**config.mk**
```make
export PLATFORM = sky130hd
export DESIGN_NAME = muldiv_unit
export DESIGN_NICKNAME = d
export VERILOG_FILES = /design/src/rtl/muldiv_unit.sv
export SDC_FILE = /design/constraint.sdc
export NUM_CORES = 1
export LEC_CHECK = 0
export ABC_CLOCK_PERIOD_IN_PS = 5060
export BUFFER_PORTS_ARGS = -buffer_cell sky130_fd_sc_hd__buf_2
export CORE_ASPECT_RATIO = 0.75
export CORE_MARGIN = 1.5
export CORE_UTILIZATION = 40
export DETAILED_ROUTE_END_ITERATION = 16
export SLEW_MARGIN = 20
export SYNTH_ARGS = -nofsm -noshare
export SYNTH_HDL_FRONTEND = slang
export SYNTH_SLANG_ARGS = --single-unit
```
**constraint.sdc**
```tcl
create_clock -name clock -period 5.06 [get_ports clock]
set_input_delay 0.253 -clock clock [delete_from_list [all_inputs] [get_ports clock]]
set_output_delay 0.253 -clock clock [all_outputs]
set_load 0.005 [all_outputs]
```
**src/rtl/muldiv_unit.sv**
```systemverilog
// Iterative multiply/divide unit owning HI/LO: shift-add multiply, restoring divide, 33-cycle latency.
// Optional MULDIV_FAST_MUL_EN: single-cycle '*' multiply (division stays iterative).
module muldiv_unit #(
    parameter int WIDTH = 32
) (
    input  logic             clock,
    input  logic             reset,
    input  logic             start,
    input  logic [1:0]       op,
    input  logic [WIDTH-1:0] a,
    input  logic [WIDTH-1:0] b,
    input  logic             wr_hi,
    input  logic             wr_lo,
    input  logic [WIDTH-1:0] wdata,
    output logic [WIDTH-1:0] hi,
    output logic [WIDTH-1:0] lo,
    output logic             busy,
    output logic             done
);

    localparam int CW = $clog2(WIDTH);
    localparam logic [CW-1:0] LAST = CW'(WIDTH - 1);

    localparam logic [1:0] S_IDLE = 2'd0;
    localparam logic [1:0] S_RUN  = 2'd1;
    localparam logic [1:0] S_FIX  = 2'd2;

    logic [1:0]         state_q, state_d;
    logic               isDiv_q, isDiv_d;
    logic               negRes_q, negRes_d;
    logic               negRem_q, negRem_d;
    logic [WIDTH-1:0]   bAbs_q, bAbs_d;
    logic [2*WIDTH-1:0] acc_q, acc_d;
    logic [CW-1:0]      cnt_q, cnt_d;
    logic [WIDTH-1:0]   hi_q, hi_d;
    logic [WIDTH-1:0]   lo_q, lo_d;
    logic               done_q, done_d;

    logic               isDiv, aNeg, bNeg;
    logic [WIDTH-1:0]   aAbs, bAbs;
    logic [WIDTH:0]     mulSum, divShift, divDiff;
    logic               divGe;
    logic [2*WIDTH-1:0] mulStep, divStep, prodFix;
    logic [WIDTH-1:0]   quoFix, remFix;
`ifdef MULDIV_FAST_MUL_EN
    logic [2*WIDTH-1:0] fastProd;
`endif

    assign isDiv = op[1];
    assign aNeg  = ~op[0] & a[WIDTH-1];
    assign bNeg  = ~op[0] & b[WIDTH-1];
    assign aAbs  = aNeg ? (~a + 1'b1) : a;
    assign bAbs  = bNeg ? (~b + 1'b1) : b;

`ifdef MULDIV_FAST_MUL_EN
    assign fastProd = {{WIDTH{1'b0}}, aAbs} * {{WIDTH{1'b0}}, bAbs};
`endif

    // acc holds {partial product, multiplier} for multiply and {remainder, dividend/quotient} for divide
    assign mulSum   = {1'b0, acc_q[2*WIDTH-1:WIDTH]} + (acc_q[0] ? {1'b0, bAbs_q} : '0);
    assign mulStep  = {mulSum, acc_q[WIDTH-1:1]};
    assign divShift = {acc_q[2*WIDTH-1:WIDTH], acc_q[WIDTH-1]};
    assign divDiff  = divShift - {1'b0, bAbs_q};
    assign divGe    = divShift >= {1'b0, bAbs_q};
    assign divStep  = divGe ? {divDiff[WIDTH-1:0], acc_q[WIDTH-2:0], 1'b1}
                            : {divShift[WIDTH-1:0], acc_q[WIDTH-2:0], 1'b0};

    // A zero divisor leaves remainder = |a|, so restoring the dividend sign yields raw a
    assign prodFix = negRes_q ? (~acc_q + 1'b1) : acc_q;
    assign quoFix  = negRes_q ? (~acc_q[WIDTH-1:0] + 1'b1) : acc_q[WIDTH-1:0];
    assign remFix  = negRem_q ? (~acc_q[2*WIDTH-1:WIDTH] + 1'b1) : acc_q[2*WIDTH-1:WIDTH];

    always_comb begin
        state_d  = state_q;
        isDiv_d  = isDiv_q;
        negRes_d = negRes_q;
        negRem_d = negRem_q;
        bAbs_d   = bAbs_q;
        acc_d    = acc_q;
        cnt_d    = cnt_q;
        hi_d     = hi_q;
        lo_d     = lo_q;
        done_d   = 1'b0;
        case (state_q)
            S_IDLE: begin
                if (wr_hi) hi_d = wdata;
                if (wr_lo) lo_d = wdata;
                if (start) begin
                    isDiv_d  = isDiv;
                    bAbs_d   = bAbs;
                    negRes_d = (aNeg ^ bNeg) & ~(isDiv & (b == '0));
                    negRem_d = isDiv & aNeg;
                    cnt_d    = '0;
                    acc_d    = {{WIDTH{1'b0}}, aAbs};
                    state_d  = S_RUN;
`ifdef MULDIV_FAST_MUL_EN
                    if (!isDiv) begin
                        acc_d   = fastProd;
                        state_d = S_FIX;
                    end
`endif
                end
            end
            S_RUN: begin
                acc_d = isDiv_q ? divStep : mulStep;
                cnt_d = cnt_q + 1'b1;
                if (cnt_q == LAST) state_d = S_FIX;
            end
            S_FIX: begin
                if (isDiv_q) begin
                    lo_d = quoFix;
                    hi_d = remFix;
                end else begin
                    {hi_d, lo_d} = prodFix;
                end
                done_d  = 1'b1;
                state_d = S_IDLE;
            end
            default: state_d = S_IDLE;
        endcase
    end

    always_ff @(posedge clock or posedge reset) begin
        if (reset) begin
            state_q  <= S_IDLE;
            isDiv_q  <= 1'b0;
            negRes_q <= 1'b0;
            negRem_q <= 1'b0;
            bAbs_q   <= '0;
            acc_q    <= '0;
            cnt_q    <= '0;
            hi_q     <= '0;
            lo_q     <= '0;
            done_q   <= 1'b0;
        end else begin
            state_q  <= state_d;
            isDiv_q  <= isDiv_d;
            negRes_q <= negRes_d;
            negRem_q <= negRem_d;
            bAbs_q   <= bAbs_d;
            acc_q    <= acc_d;
            cnt_q    <= cnt_d;
            hi_q     <= hi_d;
            lo_q     <= lo_d;
            done_q   <= done_d;
        end
    end

    assign hi   = hi_q;
    assign lo   = lo_q;
    assign busy = (state_q != S_IDLE);
    assign done = done_q;

endmodule
```
# --- Word-level counts from Yosys, hierarchy flattened ---
# Cells that the tools add are included.
word_totals:
  inputBits: 103
  elab_cells: 71
  reg_bits: 171
classes:
  bitwise_logic: 13
  eq_ne: 7
  n_reduce_logical: 10
  addsub: 8
  order_cmp: 1
  muxes: 22
op_table:
  columns: ["operator", "n"]
  rows:
  - ["$mux W32", 9]
  - ["$mux W64", 4]
  - ["$add A32 B1 Y32 const B", 4]
  - ["$not A32 Y32", 4]
  - ["$pmux W32 S2", 2]
  - ["$pmux W64 S2", 1]
  - ["$add A64 B1 Y64 const B", 1]
  - ["$not A64 Y64", 1]
  - ["$add A32 B32 Y33", 1]
  - ["$ge A33 B32 Y1", 1]
  - ["$logic_not A32 Y1", 1]
  - ["$sub A32 B32 Y32", 1]
  - ["$pmux W5 S2", 1]
  - ["$reduce_and A2 Y1", 5]
  - ["$ne A2 B2 Y1 const B", 4]
  - ["$reduce_bool A2 Y1", 3]
  - ["$add A5 B1 Y5 const B", 1]
  - ["$and A1 B1 Y1", 5]
  - ["$eq A5 B5 Y1 const B", 1]
  - ["$mux W5", 1]
  - ["$mux W2", 2]
  - ["$pmux W2 S2", 1]
  - ["$eq A2 B1 Y1 const B", 1]
  - ["$eq A2 B2 Y1 const B", 1]
  - ["4 further kinds", 5]

# --- Depth between registers and ports, before layout ---
depth:
  ltp_word: 5
  depth_mapped: 14

# --- Worst setup path before layout ---
# Ideal clock, no wire load.
synth_path:
  path_kind: "reg-to-reg"
  start: "register acc_q[0]"
  end: "register acc_q[63]"
  path_stages_with_launch: 15
  n_path_buf: 2
  t_required_ns: 4.915
  path_slack_ns: 1.740
  synth_period_minus_slack_ns: 3.320
  t_arrival_ns: 3.175
  path_cell_list: "dfrtp_1 > inv_1 > clkbuf_1 > nor2_1 > ha_1 > clkbuf_1 > a211oi_1 > o211ai_1 > a221oi_1 > nor4bb_1 > nor3b_1 > o2111ai_1 > a21oi_1 > a2111oi_0 > a211oi_1"
synth_via:
  elab_chain_cells: 4
synth_lines:
  columns: ["element", "line", "text"]
  rows:
  - ["from (decl)", "33", "logic [2*WIDTH-1:0] acc_q, acc_d;"]
  - ["from (signal assigned)", "130", "acc_q <= '0;"]
  - ["from (signal assigned)", "141", "acc_q <= acc_d;"]
  - ["$mux W32", "60", "assign mulSum = {1'b0, acc_q[2*WIDTH-1:WIDTH]} + (acc_q[0] ? {1'b0, bAbs_q} : '0);"]
  - ["$add A32 B32 Y33", "60", null]
  - ["$mux W64", "105", "acc_d = isDiv_q ? divStep : mulStep;"]
  - ["$pmux W64 S2", "84", "case (state_q)"]
# No other way between the ends.
# A chain may end at the register's enable or synchronous reset.

# --- Worst setup path in the final report ---
layout_path:
  start: "register acc_q[0]"
  end: "register acc_q[56]"
# Same word-level chain as after synthesis.

==> results_dict.tcl <==
set metrics [dict create \
    status "complete, no violations" \
    numCtsBuffers 17 \
    period_share 0.846 \
    power_density_nw_per_um2 776 \
    rows 59 \
    syn-num-nets 1982 \
    cts_setup_buffers 0 \
    final_common_cell "o21ai_0" \
    synth_top_area_cell "dfrtp_1" \
    worstSetupPathType "reg2reg" \
    insertion_delay_ps 460 \
    n_antenna_cell 0 \
    die_h_um 166 \
    cts_hold_buf 0 \
    grt_max_degree 172 \
    worstSetupEndpointType "register" \
    tightest_slew_ps 1110 \
    wire_per_inst_um 21.2 \
    path_clk_slew_ps 80 \
    antenna_found_initial 1 \
    rsz0062_at_grt "no" \
    max_cap_viol_count 0 \
    vias_per_cell 5.93 \
    grt_util_all_layers 0.274 \
    drt_wl_total_mm 50.3 \
    netlist.area_leader.share 0.302 \
    grt_pass1_vias 12904 \
    layout-drive-gt1-share 0.132 \
    vias 14097 \
    synthFlopType "dfrtp_1" \
    ys_seq_area_frac 0.302 \
    fp.coreArea_um2 34800 \
    hold_viol_final 0 \
    layout_min_cycle_time_ps 4280 \
    ir_drop_uv 306 \
    cts_sinks 171 \
    syn-cell-area_um2 14200 \
    crit_fanout 19 \
    htree_levels 4 \
    place_area_um2 15400 \
    start_kind "register" \
    routabilityCongestion 0.943 \
    place_inst 2345 \
    post_cts_resized 0 \
    required_ps 5420 \
    max_freq_mhz 234 \
    postRouteAntennaNets 0 \
    cts_root_buffer "clkbuf_16" \
    netlist_top_cells_area "dfrtp_1 (30%), o21ai_0 (6.8%), ha_1 (6.2%), a21oi_1 (5.5%), xnor2_1 (5.4%)" \
    dr.first_iter.drc_count 1553 \
    dieArea_um2 36600 \
    slew_violations 0 \
    setup_viol 0 \
    final_cell_mix "o21ai_0 (191), nand2_1 (189), nor2_1 (175)" \
    area.sequential_um2 4280 \
    die_w_um 220 \
    postSynth.asyncResetShare 1.00 \
    gr-total-overflow 0 \
    tns_ps 0 \
    clockBufferDepth 2 \
    drc_errors 0 \
    syn-instance-count 1807 \
    yosysUniqueCellTypes 71 \
    io_buffers 168 \
    leakage_nw 6.89 \
    dp_hpwl_mm 38.4 \
    start_util 0.408 \
    syn2layout_area_growth_pct 12.8 \
    design_area_um2 16000 \
    ys_ff_latch 171 \
    hold_class "in2async" \
    final_nets 2082 \
    cp.arrival_ps 4640 \
    fill_cells 3491 \
    final_cells 2377 \
    skew_ps 13.7 \
    ios 169 \
    yosysWarnings 0 \
    multi_input_area_um2 9280 \
    firstDrtPassIters 7 \
    max_slew_margin 0.258 \
    syn_avg_cell_area_um2 7.85 \
    grt_first_pass_wirelength_mm 77.5 \
    synth-edff-count 0 \
    cts_tree "done" \
]
## flip-flops by register name, indices dropped and copies added (netlist names)
signal    cells
acc_q        64
cnt_q         5
negRem_q      1
hi           32
state_q       2
negRes_q      1
lo           32
isDiv_q       1
bAbs_q       32
done          1
## stage by stage
step	power [mW]	hold WS (ps)	setup slack (ps)	utilization
after global placement	10.8	455	1030	0.443
after detailed placement	10.9	462	841	0.443
after floorplan	8.27	349	175	-
final	12.4	18.9	779	0.460
after global routing	13.3	74.1	385	0.460
after CTS	12.2	49.3	820	0.460
## routing by layer
layer  global-route usage  routed length, um  share of wire  up-vias
met5                    0                  0              0        -
met4               0.0577                626          0.012        0
met1                0.448              25800           0.51     6796
met3               0.0496               4070          0.081       45
met2                0.364              19800           0.39      541
li1                     -                  -              -     6715
## report_power, final
part | leakage [nW] | internal, mW | total, mW | switching (mW)
registers | 2.08 | 2.04 | 2.95 | 0.914
logic | 4.52 | 3.20 | 8.12 | 4.92
clock network | 0.288 | 0.728 | 1.34 | 0.614
## final timing paths
kind | start | to | slack [ps] | cells after the start
max | acc_q[0]$_DFFE_PP0P_ | acc_q[56]$_DFFE_PP0P_ | 780 | 12
min | reset | lo[11]$_DFFE_PP0P_ | 20 | 3
max reg2reg | acc_q[0]$_DFFE_PP0P_ | acc_q[56]$_DFFE_PP0P_ | 780 | 12
min reg2reg | lo[8]$_DFFE_PP0P_ | lo[8]$_DFFE_PP0P_ | 470 | 1
max in group asynchronous | reset | isDiv_q$_DFFE_PP0P_ | 4200 | 3
min in group clock | wdata[25] | hi[25]$_DFFE_PP0P_ | 70 | 3
## synth_stat cells, types with 19 or more instances
cell,number
inv_1,66
nand2_1,190
dfrtp_1,171
o211ai_1,32
xnor2_1,87
or3_1,20
a21oi_1,157
nand2b_1,31
nand3_1,33
o31ai_1,29
nor2_1,177
mux2i_1,42
a31oi_1,22
a21o_1,25
a211oi_1,19
o21ai_0,192
clkbuf_1,97
nor3_1,25
xor2_1,72
ha_1,70
## area by class of cell
cell class                      instances  share of cell area
Clock inverter                         10             0.00649
Multi-Input combinational cell       1459               0.580
Inverter                               66              0.0158
Clock buffer                           22              0.0296
Tap cell                              457              0.0357
Timing Repair Buffer                  192              0.0646
Sequential cell                       171               0.268
## cell families after synthesis
kind of cell | share of synthesized area
AO/OA/AOI/OAI | 0.262
XOR/XNOR | 0.0982
adder cells (fa/ha/maj) | 0.0646
buffers and inverters | 0.0469
flip-flops | 0.302
multiplexers | 0.0336
AND/OR/NAND/NOR | 0.193
## worst max-delay path, cell delays in order, from the launching register on
cell,delay [ps]
dfrtp_1,440
inv_1,550
nor2_1,100
ha_1,400
nand2_1,90
a2111oi_0,540
nor2_1,210
a211oi_1,710
a21boi_0,390
o21ai_0,310
xnor2_1,150
o21ai_0,100
a21o_1,200
No activity file was read; power rests on OpenSTA's default activity.
